$ cat config.mk
export PLATFORM = sky130hd
export DESIGN_NAME = vectorreduce_engine
export DESIGN_NICKNAME = d
export VERILOG_FILES = /design/src/rtl/vectorreduce_engine.sv
export SDC_FILE = /design/constraint.sdc
export NUM_CORES = 2
export LEC_CHECK = 0
export BUFFER_PORTS_ARGS = -buffer_cell sky130_fd_sc_hd__clkbuf_2
export CORE_MARGIN = 2
export CORE_UTILIZATION = 45
export DETAILED_ROUTE_END_ITERATION = 12
export HOLD_SLACK_MARGIN = 0.02
export PLACE_DENSITY = 0.73
export SETUP_SLACK_MARGIN = 0.15
export SLEW_MARGIN = 10
export SYNTH_ARGS = -nofsm -noshare
export SYNTH_HDL_FRONTEND = slang
export SYNTH_SLANG_ARGS = --single-unit
$ cat constraint.sdc
create_clock -name CLK -period 11.8 [get_ports CLK]
set_clock_uncertainty 0.15 [all_clocks]
set_input_delay 1.77 -clock CLK [delete_from_list [all_inputs] [get_ports CLK]]
set_output_delay 1.77 -clock CLK [all_outputs]
set_load 0.01 [all_outputs]
$ cat src/rtl/vectorreduce_engine.sv
// Reduces a vector from one of NUM_BANKS banks (round-robin per command) by USUM/SSUM/SMAX/SMIN across SIMD lanes.
// Latency: 1 decode + size stream + 1 drain + SIMD_WIDTH combine cycles, then the result is offered.
// Backpressure: waits in RESULT/STATS while res_full; waits in IDLE/FETCH while cmd_empty.
module vectorreduce_engine #(
   parameter int SIMD_WIDTH = 4,
   parameter int W_D        = 32,
   parameter int W_A        = 10,
   parameter int NUM_BANKS  = 2,
   parameter int W_CMD      = 32,
   parameter int W_ACC      = 64,
   localparam int W_BS      = (NUM_BANKS > 1) ? $clog2(NUM_BANKS) : 1
) (
   input  logic                                CLK,
   input  logic                                RST,
   input  logic [W_CMD-1:0]                    cmd_q,
   input  logic                                cmd_empty,
   output logic                                cmd_deq,
   output logic [W_ACC-1:0]                    res_d,
   output logic                                res_enq,
   input  logic                                res_full,
   output logic [W_A-1:0]                      mem_addr,
   input  logic [NUM_BANKS*SIMD_WIDTH*W_D-1:0] mem_q,
   output logic [W_BS-1:0]                     bank_sel,
   output logic                                busy
);

   localparam int W_L  = (SIMD_WIDTH > 1) ? $clog2(SIMD_WIDTH) : 1;
   localparam int W_BW = SIMD_WIDTH * W_D;

   typedef enum logic [2:0] {
      S_IDLE, S_DECODE, S_STREAM, S_DRAIN, S_COMBINE, S_RESULT, S_FETCH, S_STATS
   } state_t;

   typedef enum logic [1:0] {
      OP_USUM = 2'd0, OP_SSUM = 2'd1, OP_SMAX = 2'd2, OP_SMIN = 2'd3
   } op_t;

   state_t              state, state_nxt;
   op_t                 op;
   op_t                 dec_op;
   logic [W_A:0]        size;
   logic [W_A:0]        dec_raw;
   logic [W_A:0]        dec_size;
   logic                last_addr;
   logic                rd_vld;
   logic                deq_req;
   logic                enq_req;
   logic [W_ACC-1:0]    acc [SIMD_WIDTH];
   logic [W_ACC-1:0]    lane_ext [SIMD_WIDTH];
   logic [W_BW-1:0]     bank_word;
   logic [W_ACC-1:0]    result;
   logic [W_L-1:0]      lane_idx;
   logic [W_ACC-1:0]    cyclecount;

   // Identity element of each operation: sums start at zero, max/min start at the
   // extreme W_D value so the first real lane always wins the compare.
   function automatic logic [W_ACC-1:0] init_val(input op_t o);
      logic [W_ACC-1:0] v;
      case (o)
         OP_SMAX: v = {{(W_ACC-W_D+1){1'b1}}, {(W_D-1){1'b0}}};
         OP_SMIN: v = {{(W_ACC-W_D+1){1'b0}}, {(W_D-1){1'b1}}};
         default: v = '0;
      endcase
      return v;
   endfunction

   // One reduction step, shared by lane accumulation and the final lane fold.
   function automatic logic [W_ACC-1:0] apply_op(input op_t o, input logic [W_ACC-1:0] a,
                                                 input logic [W_ACC-1:0] b);
      logic [W_ACC-1:0] v;
      case (o)
         OP_SMAX: v = ($signed(a) > $signed(b)) ? a : b;
         OP_SMIN: v = ($signed(a) < $signed(b)) ? a : b;
         default: v = a + b;
      endcase
      return v;
   endfunction

   // Command fields; sizes beyond the address space clamp to a full sweep.
   assign dec_op   = op_t'(cmd_q[W_CMD-1 -: 2]);
   assign dec_raw  = cmd_q[W_A:0];
   assign dec_size = (dec_raw[W_A] && (dec_raw[W_A-1:0] != '0)) ? {1'b1, {W_A{1'b0}}} : dec_raw;

   generate
      if (W_CMD > W_A + 3) begin : g_unused
         logic unused_cmd_bits;
         assign unused_cmd_bits = ^cmd_q[W_CMD-3:W_A+1];
      end
   endgenerate

   // The address just presented is the final one of this vector.
   assign last_addr = (({1'b0, mem_addr} + (W_A+1)'(1)) == size);

   // Pick the active bank's word and widen every lane according to the op.
   always_comb begin
      bank_word = '0;
      for (int b = 0; b < NUM_BANKS; b++) begin
         if (bank_sel == W_BS'(b)) bank_word = mem_q[b*W_BW +: W_BW];
      end
      for (int i = 0; i < SIMD_WIDTH; i++) begin
         lane_ext[i] = '0;
         if (op == OP_USUM)
            lane_ext[i] = {{(W_ACC-W_D){1'b0}}, bank_word[i*W_D +: W_D]};
         else
            lane_ext[i] = {{(W_ACC-W_D){bank_word[i*W_D+W_D-1]}}, bank_word[i*W_D +: W_D]};
      end
   end

   // Next-state and handshake decisions.
   always_comb begin
      state_nxt = state;
      deq_req   = 1'b0;
      enq_req   = 1'b0;
      case (state)
         S_IDLE, S_FETCH: begin
            if (!cmd_empty) begin
               deq_req   = 1'b1;
               state_nxt = S_DECODE;
            end
         end
         S_DECODE:  state_nxt = (dec_size == '0) ? S_STATS : S_STREAM;
         S_STREAM:  if (last_addr) state_nxt = S_DRAIN;
         S_DRAIN:   state_nxt = S_COMBINE;
         S_COMBINE: if (lane_idx == W_L'(SIMD_WIDTH-1)) state_nxt = S_RESULT;
         S_RESULT, S_STATS: begin
            if (!res_full) begin
               enq_req   = 1'b1;
               state_nxt = (state == S_RESULT) ? S_FETCH : S_IDLE;
            end
         end
         default:   state_nxt = S_IDLE;
      endcase
   end

   // Handshakes are combinational so the FIFO word arrives in DECODE; reset forces them low at once.
   assign cmd_deq = RST & deq_req;
   assign res_enq = RST & enq_req;
   assign busy    = (state != S_IDLE);

   // Result port shows the reduction in RESULT and the cycle count in STATS.
   always_comb begin
      res_d = '0;
      case (state)
         S_RESULT: res_d = result;
         S_STATS:  res_d = cyclecount;
         default:  res_d = '0;
      endcase
   end

   // State register.
   always_ff @(posedge CLK or negedge RST) begin
      if (!RST) state <= S_IDLE;
      else      state <= state_nxt;
   end

   // Latch the decoded command and walk the read address one word per cycle.
   always_ff @(posedge CLK or negedge RST) begin
      if (!RST) begin
         op       <= OP_USUM;
         size     <= '0;
         mem_addr <= '0;
         rd_vld   <= 1'b0;
      end else begin
         rd_vld <= (state == S_STREAM);
         if (state == S_DECODE) begin
            op   <= dec_op;
            size <= dec_size;
            if (dec_size != '0) mem_addr <= '0;
         end else if (state == S_STREAM && !last_addr) begin
            mem_addr <= mem_addr + W_A'(1);
         end
      end
   end

   // Per-lane accumulation of the word read one cycle earlier.
   always_ff @(posedge CLK or negedge RST) begin
      if (!RST) begin
         for (int i = 0; i < SIMD_WIDTH; i++) acc[i] <= '0;
      end else if (state == S_DECODE) begin
         for (int i = 0; i < SIMD_WIDTH; i++) acc[i] <= init_val(dec_op);
      end else if (rd_vld) begin
         for (int i = 0; i < SIMD_WIDTH; i++) acc[i] <= apply_op(op, acc[i], lane_ext[i]);
      end
   end

   // Fold the lane accumulators into one result, one lane per cycle.
   always_ff @(posedge CLK or negedge RST) begin
      if (!RST) begin
         result   <= '0;
         lane_idx <= '0;
      end else if (state == S_DECODE) begin
         result   <= init_val(dec_op);
         lane_idx <= '0;
      end else if (state == S_COMBINE) begin
         result   <= apply_op(op, result, acc[lane_idx]);
         lane_idx <= lane_idx + W_L'(1);
      end
   end

   // Bank rotation: restart at bank 0 for each new command stream, step after each result.
   always_ff @(posedge CLK or negedge RST) begin
      if (!RST) begin
         bank_sel <= '0;
      end else if (state == S_IDLE && deq_req) begin
         bank_sel <= '0;
      end else if (state == S_RESULT && enq_req) begin
         bank_sel <= (bank_sel == W_BS'(NUM_BANKS-1)) ? '0 : bank_sel + W_BS'(1);
      end
   end

   // Saturating busy-cycle counter; reads 0 in the first DECODE cycle.
   always_ff @(posedge CLK or negedge RST) begin
      if (!RST)                     cyclecount <= '0;
      else if (state == S_IDLE)     cyclecount <= '0;
      else if (cyclecount != '1)    cyclecount <= cyclecount + W_ACC'(1);
   end

endmodule

==> impl_metrics.yaml <==
synth:
  ys_dominant_reg_cell: "dfrtp_1"
  synth-simple-area-share_pct: 18.7
  synthesis.yosys.warnings: 0
  synth-adder-area-share_pct: 18.8
  mappedNetlistNets: 7685
  synth_edf_count: 0
  netlist_instances: 6627
  synth.cell_area_um2: 51300
  async_flop_share_pct: 100
  synth-compound-area-share_pct: 24.1
  post_synth_num_cell_types: 94
  yosys-mux-area-fraction_pct: 5.99
  synth_top_family_by_area: "compound AO/OA/AOI/OAI gates"
  syn-mean-instance-area_um2: 7.74
  synth-xor-area-share_pct: 5.74
  synth_sequential_area_ratio_pct: 20.2
  ys_seq_elements: 414
flow_run:
  max_cap_violations: 0
global_route:
  grt_usage_pct: 29.8
  antenna_found_initial: 5
  grt_max_degree: 179
  grt_pass1_vias: 47700
  wire_length_of_the_first_global_routing_pass_mm: 275
  grt_overflow_total: 0
detailed_routing:
  firstDrtPassIters: 6
  num_vias: 50700
  drc: 0
  first_iter_violations: 4646
  wire_per_inst_um: 21.8
  routed_via_density: 6.13
  route.final.wire_length_mm: 180
  antenna_left: 0
clock_network:
  post_cts_resize_count: 0
  cts_hold_buffers: 0
  clock-root-buffer: "clkbuf_16"
  tritoncts.num_buffers: 52
  numClockSinks: 414
  htreeDepth: 2
  clkSlewWorstSetupHoldPaths_ps: 60
  cts_tree: "yes"
  clock_path_buffers: 3
  cts.repair_timing.setup_buffer_count: 0
  worst_skew_pair.late_latency_ps: 660
worst_setup_path:
  crit_arrival_ps: 7660
  timing.critical_path.cells: "clkbuf_2 > mux2i_1 > inv_1 > o21ai_4 > buf_4 > ha_1 > a21oi_1 > o21ai_0 > a2111oi_0 > o211ai_1 > a21oi_1 > o21ai_0 > mux2i_1 > mux2i_1 > a211oi_4 > buf_4 > o21ai_0 > o32a_1"
  critical-path-slowest-cell: "mux2i_1"
  critPathMaxFanout: 47
  start_kind: "input pin"
  critical_path.endpoint_type: "register"
  critPathRequiredTime_ps: 12170
  crit_type: "input pin to register"
  critical-path-max-stage-delay_ps: 560
floorplan:
  initial_utilization_pct: 45.5
  boundaryPins: 370
  design.die.area_um2: 117000
  rows: 123
  design.core.area_um2: 113000
  chipWidth_um: 342
  die_y_um: 342
timing:
  hold_viol_final: 0
  grt_setup_unrepaired: "no"
  finalMaxSlewViolations: 0
  setup_slack_ps: 4520
  post-route-min-period_ps: 7280
  final_setup_viols: 0
  setup_tns_ps: 0
  period_share_pct: 61.7
  worst_slew_pin_slew_ps: 1160
  maximum_clock_frequency_mhz: 137
  timing.max_slew.rel_slack_pct: 22.1
cells_and_area:
  design_area_um2: 56000
  synthToLayoutAreaGrowth_pct: 9.24
  instances_no_fill: 8269
  num-nets-final: 7783
  mostFrequentLayoutCells: "nor2_1, ha_1, a21oi_1"
  post_route_cells_drive_above_1_share_pct: 9.65
  layout_commonest_cell: "nor2_1"
placement:
  port-buffer-count: 350
  finalWeightedCongestion: 0.987
  post_dp_cell_area_um2: 54200
  dp_cells: 8171
  place.detailed.hpwl_mm: 138
  dp_slack_ps: 3950
min_path:
  holdCritPathClass: "register to register"
status:
  run_status: "complete, no violations"
[metrics by stage]
| step | hold WS, ps | utilization, % |
|---|---|---|
| 2_1_floorplan | 308 | - |
| 3_3_place_gp | 326 | 48.0 |
| 3_5_place_dp | 335 | 48.0 |
| 4_1_cts | 349 | 49.7 |
| 5_1_grt | 375 | 49.7 |
| 6_report | 341 | 49.7 |
[registers in the layout, indices dropped and copies added, names as in the netlist]
register	cells
bank_sel	1
op	2
rd_vld	1
cyclecount	64
result	64
state	3
mem_addr	10
lane_idx	2
acc	256
size	11
[cells by family after synthesis]
logic type | count (synthesis)
buffers and inverters | 871
XOR/XNOR | 336
adder cells (fa/ha/maj) | 766
flip-flops | 414
AO/OA/AOI/OAI | 1963
multiplexers | 223
AND/OR/NAND/NOR | 2054
[critical path, delay by kind of cell]
kind            cells  cell delay [ps]
fa+ha+maj           1              450
compound gates     10             2790
buf+inv             4             1330
mux                 3             1210
[routing by layer]
metal | global-route usage (%) | wire, um | vias to the layer above
met1 | 41.8 | 80500 | 24400
met3 | 4.41 | 14800 | 294
met2 | 46.9 | 78500 | 2047
met4 | 9.58 | 6240 | 0
li1 | - | - | 24000
met5 | 0 | 0 | -
[area by class of cell]
class | count | area, um^2
Antenna cell | 4 | 10.0
Clock buffer | 71 | 1470
Clock inverter | 23 | 378
Fill cell | 10900 | 56800
Inverter | 515 | 1930
Multi-Input combinational cell | 5342 | 37800
Sequential cell | 414 | 10400
Tap cell | 1500 | 1880
Timing Repair Buffer | 400 | 2190
[final timing paths]
path                       cells after the start   startpoint       endpoint  slack (ps)
hold / removal                                 2      size[0]        size[0]         340
max in group asynchronous                      3          RST        acc[45]        8370
min in group asynchronous                      1          RST  cyclecount[8]        1010
hold reg to reg                                2      size[0]        size[0]         340
setup / recovery                              18   mem_q[159]       acc[251]        4520
setup reg to reg                              16  lane_idx[0]     result[63]        4780
[synth_stat cells, drive strengths merged (17+ instances only)]
master	n	area share (%)
o41ai	17	0.30
nor3	138	1.4
or4	26	0.40
nand2	463	3.4
ha	761	19
xor2	73	1.2
buf	46	0.43
o21ai	349	3.4
nor2	777	5.7
a211oi	53	0.78
a31oi	141	1.7
o21bai	89	1.3
dfrtp	414	20
and3	44	0.54
nor2b	87	1.1
and2	17	0.21
nand2b	50	0.61
nand3	127	1.2
or3	42	0.51
nor4	110	1.4
clkbuf	310	2.3
mux4	64	2.8
o21a	24	0.35
a21o	46	0.67
o211ai	95	1.4
xnor2	263	4.5
mux2	31	0.68
a221oi	52	0.89
inv	514	3.8
a21oi	721	7.0
mux2i	128	2.5
a21boi	19	0.28
o31ai	97	1.4
a22o	69	1.2
nand4	102	1.2
Power is not shown: default switching activity piles up to over one toggle a cycle in this logic, so the estimate is an artifact.
